## src/rtl/run_scan_ctrl.sv

```systemverilog
// rtl/run_scan_ctrl.sv - serial run-of-four detector over 8-bit words, LSB first
// Optional macro RUN_SCAN_CARRY_EN: run history persists across words.
module run_scan_ctrl (
    input  logic       clk,
    input  logic       rst,
    input  logic       in_valid,
    output logic       in_ready,
    input  logic [7:0] in_data,
    output logic       out_valid,
    input  logic       out_ready,
    output logic [3:0] out_count,
    output logic [3:0] out_first,
    output logic       out_hit,
    output logic [1:0] state_o
);

    typedef enum logic [1:0] {
        S_IDLE  = 2'b00,
        S_SHIFT = 2'b01,
        S_DONE  = 2'b10
    } state_t;

    state_t     r_state;
    state_t     w_state_nxt;

    logic [7:0] r_data;
    logic [2:0] r_idx;
    logic [3:0] r_count;
    logic [3:0] r_first;
    logic       r_hit;
    logic [2:0] r_rl;
    logic       r_lb;
    logic [3:0] r_out_count;
    logic [3:0] r_out_first;
    logic       r_out_hit;

    logic       w_bit;
    logic [2:0] w_rl_nxt;
    logic       w_run_hit;
    logic [3:0] w_count_nxt;
    logic [3:0] w_first_nxt;
    logic       w_hit_nxt;

    always_ff @(posedge clk or posedge rst) begin
        if (rst) begin
            r_state <= S_IDLE;
        end else begin
            r_state <= w_state_nxt;
        end
    end

    always_comb begin
        w_state_nxt = r_state;
        in_ready    = 1'b0;
        out_valid   = 1'b0;
        case (r_state)
            S_IDLE: begin
                in_ready = 1'b1;
                if (in_valid) w_state_nxt = S_SHIFT;
            end
            S_SHIFT: begin
                if (r_idx == 3'd7) w_state_nxt = S_DONE;
            end
            S_DONE: begin
                out_valid = 1'b1;
                if (out_ready) w_state_nxt = S_IDLE;
            end
            default: w_state_nxt = S_IDLE;
        endcase
    end

    // rl saturates at 4, so a hit fires on every bit of a run of four or more
    always_comb begin
        w_bit = r_data[r_idx];
        if (r_rl == 3'd0 || w_bit != r_lb) begin
            w_rl_nxt = 3'd1;
        end else if (r_rl == 3'd4) begin
            w_rl_nxt = 3'd4;
        end else begin
            w_rl_nxt = r_rl + 3'd1;
        end
        w_run_hit   = (w_rl_nxt == 3'd4);
        w_count_nxt = r_count + {3'b000, w_run_hit};
        w_first_nxt = (w_run_hit && !r_hit) ? {1'b0, r_idx} : r_first;
        w_hit_nxt   = r_hit | w_run_hit;
    end

    always_ff @(posedge clk or posedge rst) begin
        if (rst) begin
            r_data      <= 8'h00;
            r_idx       <= 3'd0;
            r_count     <= 4'd0;
            r_first     <= 4'hF;
            r_hit       <= 1'b0;
            r_rl        <= 3'd0;
            r_lb        <= 1'b0;
            r_out_count <= 4'd0;
            r_out_first <= 4'hF;
            r_out_hit   <= 1'b0;
        end else begin
            case (r_state)
                S_IDLE: begin
                    if (in_valid) begin
                        r_data  <= in_data;
                        r_idx   <= 3'd0;
                        r_count <= 4'd0;
                        r_first <= 4'hF;
                        r_hit   <= 1'b0;
`ifdef RUN_SCAN_CARRY_EN
                        r_rl    <= r_rl;
`else
                        r_rl    <= 3'd0;
`endif
                    end
                end
                S_SHIFT: begin
                    r_rl    <= w_rl_nxt;
                    r_lb    <= w_bit;
                    r_idx   <= r_idx + 3'd1;
                    r_count <= w_count_nxt;
                    r_first <= w_first_nxt;
                    r_hit   <= w_hit_nxt;
                    // published results change only when a word completes
                    if (r_idx == 3'd7) begin
                        r_out_count <= w_count_nxt;
                        r_out_first <= w_first_nxt;
                        r_out_hit   <= w_hit_nxt;
                    end
                end
                default: begin
                end
            endcase
        end
    end

    assign out_count = r_out_count;
    assign out_first = r_out_first;
    assign out_hit   = r_out_hit;
    assign state_o   = r_state;

endmodule

```

## config.mk

```make
export PLATFORM = sky130hd
export DESIGN_NAME = run_scan_ctrl
export DESIGN_NICKNAME = d
export VERILOG_FILES = /design/src/rtl/run_scan_ctrl.sv
export SDC_FILE = /design/constraint.sdc
export NUM_CORES = 1
export LEC_CHECK = 0
export BUFFER_PORTS_ARGS = -buffer_cell sky130_fd_sc_hd__clkbuf_2
export CAP_MARGIN = 20
export CORE_ASPECT_RATIO = 0.7
export CORE_MARGIN = 5
export CORE_UTILIZATION = 30
export CTS_BUF_LIST = sky130_fd_sc_hd__clkbuf_16
export CTS_CLUSTER_DIAMETER = 30
export CTS_CLUSTER_SIZE = 20
export DETAILED_ROUTE_END_ITERATION = 6
export MAX_ROUTING_LAYER = met4
export SLEW_MARGIN = 20
export SYNTH_ARGS = -nofsm -noshare
export SYNTH_HDL_FRONTEND = slang
export SYNTH_SLANG_ARGS = --single-unit
export TNS_END_PERCENT = 1
```

## constraint.sdc

```tcl
create_clock -name clk -period 2.5 [get_ports clk]
set_input_delay 0.25 -clock clk [delete_from_list [all_inputs] [get_ports clk]]
set_output_delay 0.25 -clock clk [all_outputs]
set_load 0.005 [all_outputs]
```

# --- After elaboration in Yosys (flattened, before gate mapping) ---
# Index checks and enable logic that the tools add are counted.
word_totals:
  regBits: 35
  in_bits: 12
  word_cells: 55
classes:
  n_addsub: 3
  order_cmp: 1
  n_eq_ne: 9
  muxes: 20
  bitwise: 1
  reduce_logical: 10
op_table:
  columns: ["cell", "count"]
  rows:
  - ["4-bit one-hot mux with 2 select lines", 2]
  - ["4-bit 2-to-1 mux", 3]
  - ["3-bit one-hot mux with 2 select lines", 2]
  - ["3-bit == test, second input constant", 3]
  - ["3-bit 2-to-1 mux", 3]
  - ["3-bit by 1-bit adder with 3-bit output, second input constant", 2]
  - ["2-bit 2-to-1 mux", 3]
  - ["2-bit inequality test, second input constant", 3]
  - ["2-bit one-hot mux with 3 select lines", 1]
  - ["2-bit AND reduction", 3]
  - ["4-bit by 1-bit adder with 4-bit output", 1]
  - ["3-bit by 4-bit < comparator with 1-bit output, second input constant", 1]
  - ["1-bit 2-to-1 mux", 4]
  - ["1-bit binary-select mux with 3-bit select", 1]
  - ["3-bit zero test", 1]
  - ["3-bit AND reduction", 1]
  - ["2-bit by 1-bit == test with 1-bit output, second input constant", 1]
  - ["2-bit == test, second input constant", 1]
  - ["2-bit zero test", 1]
  - ["1-bit one-hot mux with 2 select lines", 1]
  - ["2-bit nonzero test", 1]
  - ["1-bit logical AND", 1]
  - ["1-bit zero test", 1]
  - ["1-bit logical OR", 1]
  - ["2 further kinds", 2]

# --- Logic depth before layout (Yosys ltp) ---
logic_depth:
  ltp_word: 9
  depth_mapped: 12
  depth_no_buf: 12

# --- Worst setup path after synthesis ---
# Ideal clock, no wire load.
synth_path:
  path_type: "register -> register"
  start: "register r_idx[0]"
  end: "register r_count[2]"
  arrival_ns: 2.286
  t_required_ns: 2.371
  slack_ns: 0.085
  path_stages_with_launch: 11
  n_path_buf: 0
  period_less_slack_ns: 2.415
  cell_sequence: "dfrtp_1 -> mux4_1 -> mux2i_4 -> xor2_4 -> nand2_1 -> inv_1 -> ha_1 -> ha_1 -> nor2_1 -> o21ai_0 -> o21ai_0"
synth_between:
  elab_chain_cells: 8
synth_lines:
  columns: ["element", "line", "rtl"]
  rows:
  - ["start, declared", "27", "logic [2:0] r_idx;"]
  - ["start signal, assigned", "119", "r_idx <= r_idx + 3'd1;"]
  - ["1-bit binary-select mux with 3-bit select", "74", "w_bit = r_data[r_idx];"]
  - ["1-bit 2-to-1 mux (implied by the code)", "74", null]
  - ["1-bit inequality test", "75", "if (r_rl == 3'd0 || w_bit != r_lb) begin"]
  - ["1-bit logical OR", "75", null]
  - ["3-bit 2-to-1 mux", "75", null]
  - ["3-bit == test", "82", "w_run_hit = (w_rl_nxt == 3'd4);"]
  - ["4-bit by 1-bit adder with 4-bit output", "83", "w_count_nxt = r_count + {3'b000, w_run_hit};"]
  - ["4-bit one-hot mux with 2 select lines", "101", "case (r_state)"]
  - ["end signal, assigned", "120", "r_count <= w_count_nxt;"]
  - ["end, declared", "28", "logic [3:0] r_count;"]
# No other way between the ends. The select of a mux whose other input is x is not followed.
# A chain may end at the register's enable or synchronous reset.

# --- Worst setup path in the final report ---
# Same ends and word-level chain as after synthesis.

==> results.cfg <==
[global_routing]
grt_max_degree = 19
antenna_found_initial = 0
grt_pass1_wl_microns = 5750
grt_util_all_layers_pct = 10.6
grt_pass1_vias = 1143
grt-ovfl-total = 0

[clock_network]
cts_num_sinks = 35
htree_levels = 2
cts_root_buf = clkbuf_16
clock_latency_ns = 0.27
clock_path_buffers = 2
cts_hold_buf = 0
cts_tree = built
post-cts-setup-buffers = 0
clk_pin_slew_ns = 0.05
ctsResizeCount = 0
numCtsBuffers = 5

[sta]
final.period_utilization_pct = 92.2
rsz0062_at_grt = false
skew_ns = 0.00730
maxSlewHeadroom_pct = 55.1
min_period_ns = 2.31
setup_viol = 0
finalHoldViolCount = 0
slew_viol_final = 0
worst_slew_pin_slew_ns = 0.673
fin_tns_setup_ns = 0
clock.fmax_mhz = 434

[worst_setup_path]
critPathRequiredTime_ns = 2.65
worst_setup_path_start_kind = flip-flop
crit_fanout = 4
worstSetupPathType = reg -> reg
r2r-start = r_idx[0]
r2r-end = r_count[2]
worst_ep_arrival_time_ns = 2.46
reg2regPathDepth = 10
critPathCaptureType = flip-flop
reg2reg_slack_ns = 0.19

[final_layout]
n_antenna_cell = 0
area_growth_pct = 22.1
drive_gt1_share_pct = 30.8
nets = 202
n_fill_cell = 550
multi_input_area_sq_um = 731
register_area_sq_um = 886
stdcell_count = 257

[logic_synthesis]
yosys.area.top_type = dfrtp_1
synth_top_family_by_area = simple AND/OR/NAND/NOR gates
yosys.area_share.simple_pct = 14.9
yosys-top-cells-area = dfrtp_1 (40%), dfstp_2 (13%), nand2_1 (6.7%)
yosysMostFrequentCell = nand2_1
yosysSeqAreaShare_pct = 52.8
yosys_warnings = 0
synth_xor_area_share_pct = 3.21
syn_area_sq_mm = 0.00168
synth_top_cell_area_share_pct = 40.3
synth_nets = 171
syn_inst = 153
synth-adder-area-share_pct = 4.48
synth_mux_area_share_pct = 11.4
synth_edf_count = 0
postSynth.asyncResetShare_pct = 100
yosys.cell_types.count = 35
syn-mean-instance-area_sq_um = 11.0
yosys-top-cells-count = nand2_1 (30), dfrtp_1 (27), o21ai_0 (11)
ys.flop_type = dfrtp_1
ys_ff_latch = 35
synth_compound_area_share_pct = 9.78

[route]
vias_per_cell = 4.54
wl_microns = 3280
routedWlPerCell_microns = 12.8
postRouteAntennaNets = 0
dr.pass1.iters = 4
remaining_drc_errors = 0
vias = 1168
drt_iter0_drc = 82

[run_status]
outcome = completed

[pwr]
power_uw = 2720
leakagePower_uw = 0.000970
p_per_area_mw_per_mm2 = 1330
ir_drop_v = 0.000389

[floorplanning]
die_height_microns = 72.5
die_w_microns = 99.4
fp-row-count = 22
dieArea_sq_mm = 0.00721
io_pins = 25
coreArea_sq_mm = 0.00534
start_util_pct = 31.4

[placement]
port_buffers = 24
dp.cells = 249
gp_congestion = 0.819
hpwl_microns = 2430

[hold_path]
hold_class = in -> async

[flow_run]
max_cap_viol_count = 0
-- cells in the final DEF, fill, tap and decap left out, drive strengths merged --
cell and count:
xor2 3, a32o 1, o21bai 1, ha 6, a21oi 1, o21a 1
mux4 2, nand2b 3, a22o 1, dfstp 8, o211ai 4, mux2 8
nand4 4, o22ai 1, inv 10, and2 3, mux2i 4, o21ai 12
xnor2 1, dfrtp 27, buf 6, a211oi 1, nand3b 1, clkinv 2
clkbuf 29, o31ai 2, nor2b 3, nand3 2, a31oi 1, nor2 7
nand2 30
-- per-layer routing --
layer / wire (microns) / track usage [%] / vias up / part of all wire [%]
li1: - / - / 588 / -
met1: 1840 / 15.9 / 546 / 56
met2: 1200 / 12.9 / 29 / 37
met3: 223 / 4.03 / 5 / 6.8
met4: 17 / 2.73 / 0 / 0.52
met5: 0 / - / - / 0
-- report_power, final --
part	total (uW)	leakage (uW)	internal (uW)	switching, uW
Sequential	1040	0.000426	856	185
Combinational	1100	0.000471	524	577
Clock	580	0.0000726	363	218
Total	2720	0.000970	1740	980
-- area by class of cell --
cell class | instances | share of cell area [%]
inverters | 9 | 1.65
repair buffers | 30 | 8.07
clock inverters | 3 | 0.795
flip-flops and latches | 35 | 43.3
clock buffers | 5 | 6.11
multi-input cells | 103 | 35.7
well taps | 72 | 4.40
-- how the worst max path moves through the flow --
stage             start  slack, ns  cells after the start    endpoint
3_5_place_dp   r_idx[0]       0.14                     10  r_count[2]
3_3_place_gp   r_idx[0]       0.18                     10  r_count[2]
6_report       r_idx[0]       0.19                     10  r_count[2]
4_1_cts        r_idx[0]       0.12                     10  r_count[2]
5_1_grt        r_idx[0]       0.05                     10  r_count[2]
2_1_floorplan  r_idx[0]       0.09                     10  r_count[2]
-- sequential cells by signal (all words and copies together), names as in the netlist, 2 cells and up --
name / flops
r_first: 4
r_count: 4
out_count: 4
state_o: 2
r_idx: 3
r_data: 8
out_first: 4
r_rl: 3
-- per-stage QoR --
step	hold slack, ns	setup slack, ns	cell area [sq um]	util (%)
2_1_floorplan	0.358	0.0851	1680	-
3_3_place_gp	0.368	0.180	1910	35.8
3_5_place_dp	0.371	0.136	1910	35.8
4_1_cts	0.0791	0.124	2050	38.4
5_1_grt	0.130	0.0489	2050	38.3
6_report	0.0515	0.195	2050	38.3
-- cells by family (layout without fill, tap and decap cells) --
group,after synthesis,after routing
buffers and inverters,15,47
flip-flops,35,35
multiplexers,14,14
AO/OA/AOI/OAI,26,26
adder cells (fa/ha/maj),6,6
XOR/XNOR,4,4
AND/OR/NAND/NOR,53,53
-- worst max-delay path, stage by stage (launching register included) --
cell and delay [ns]:
dfrtp_1 0.41, mux4_2 0.56, mux2i_4 0.22, xor2_4 0.16, nand2_1 0.10, inv_1 0.07
ha_1 0.16, ha_1 0.21, nor2_1 0.06, o21ai_0 0.14, o21ai_0 0.09
(Power assumes the default switching activity.)
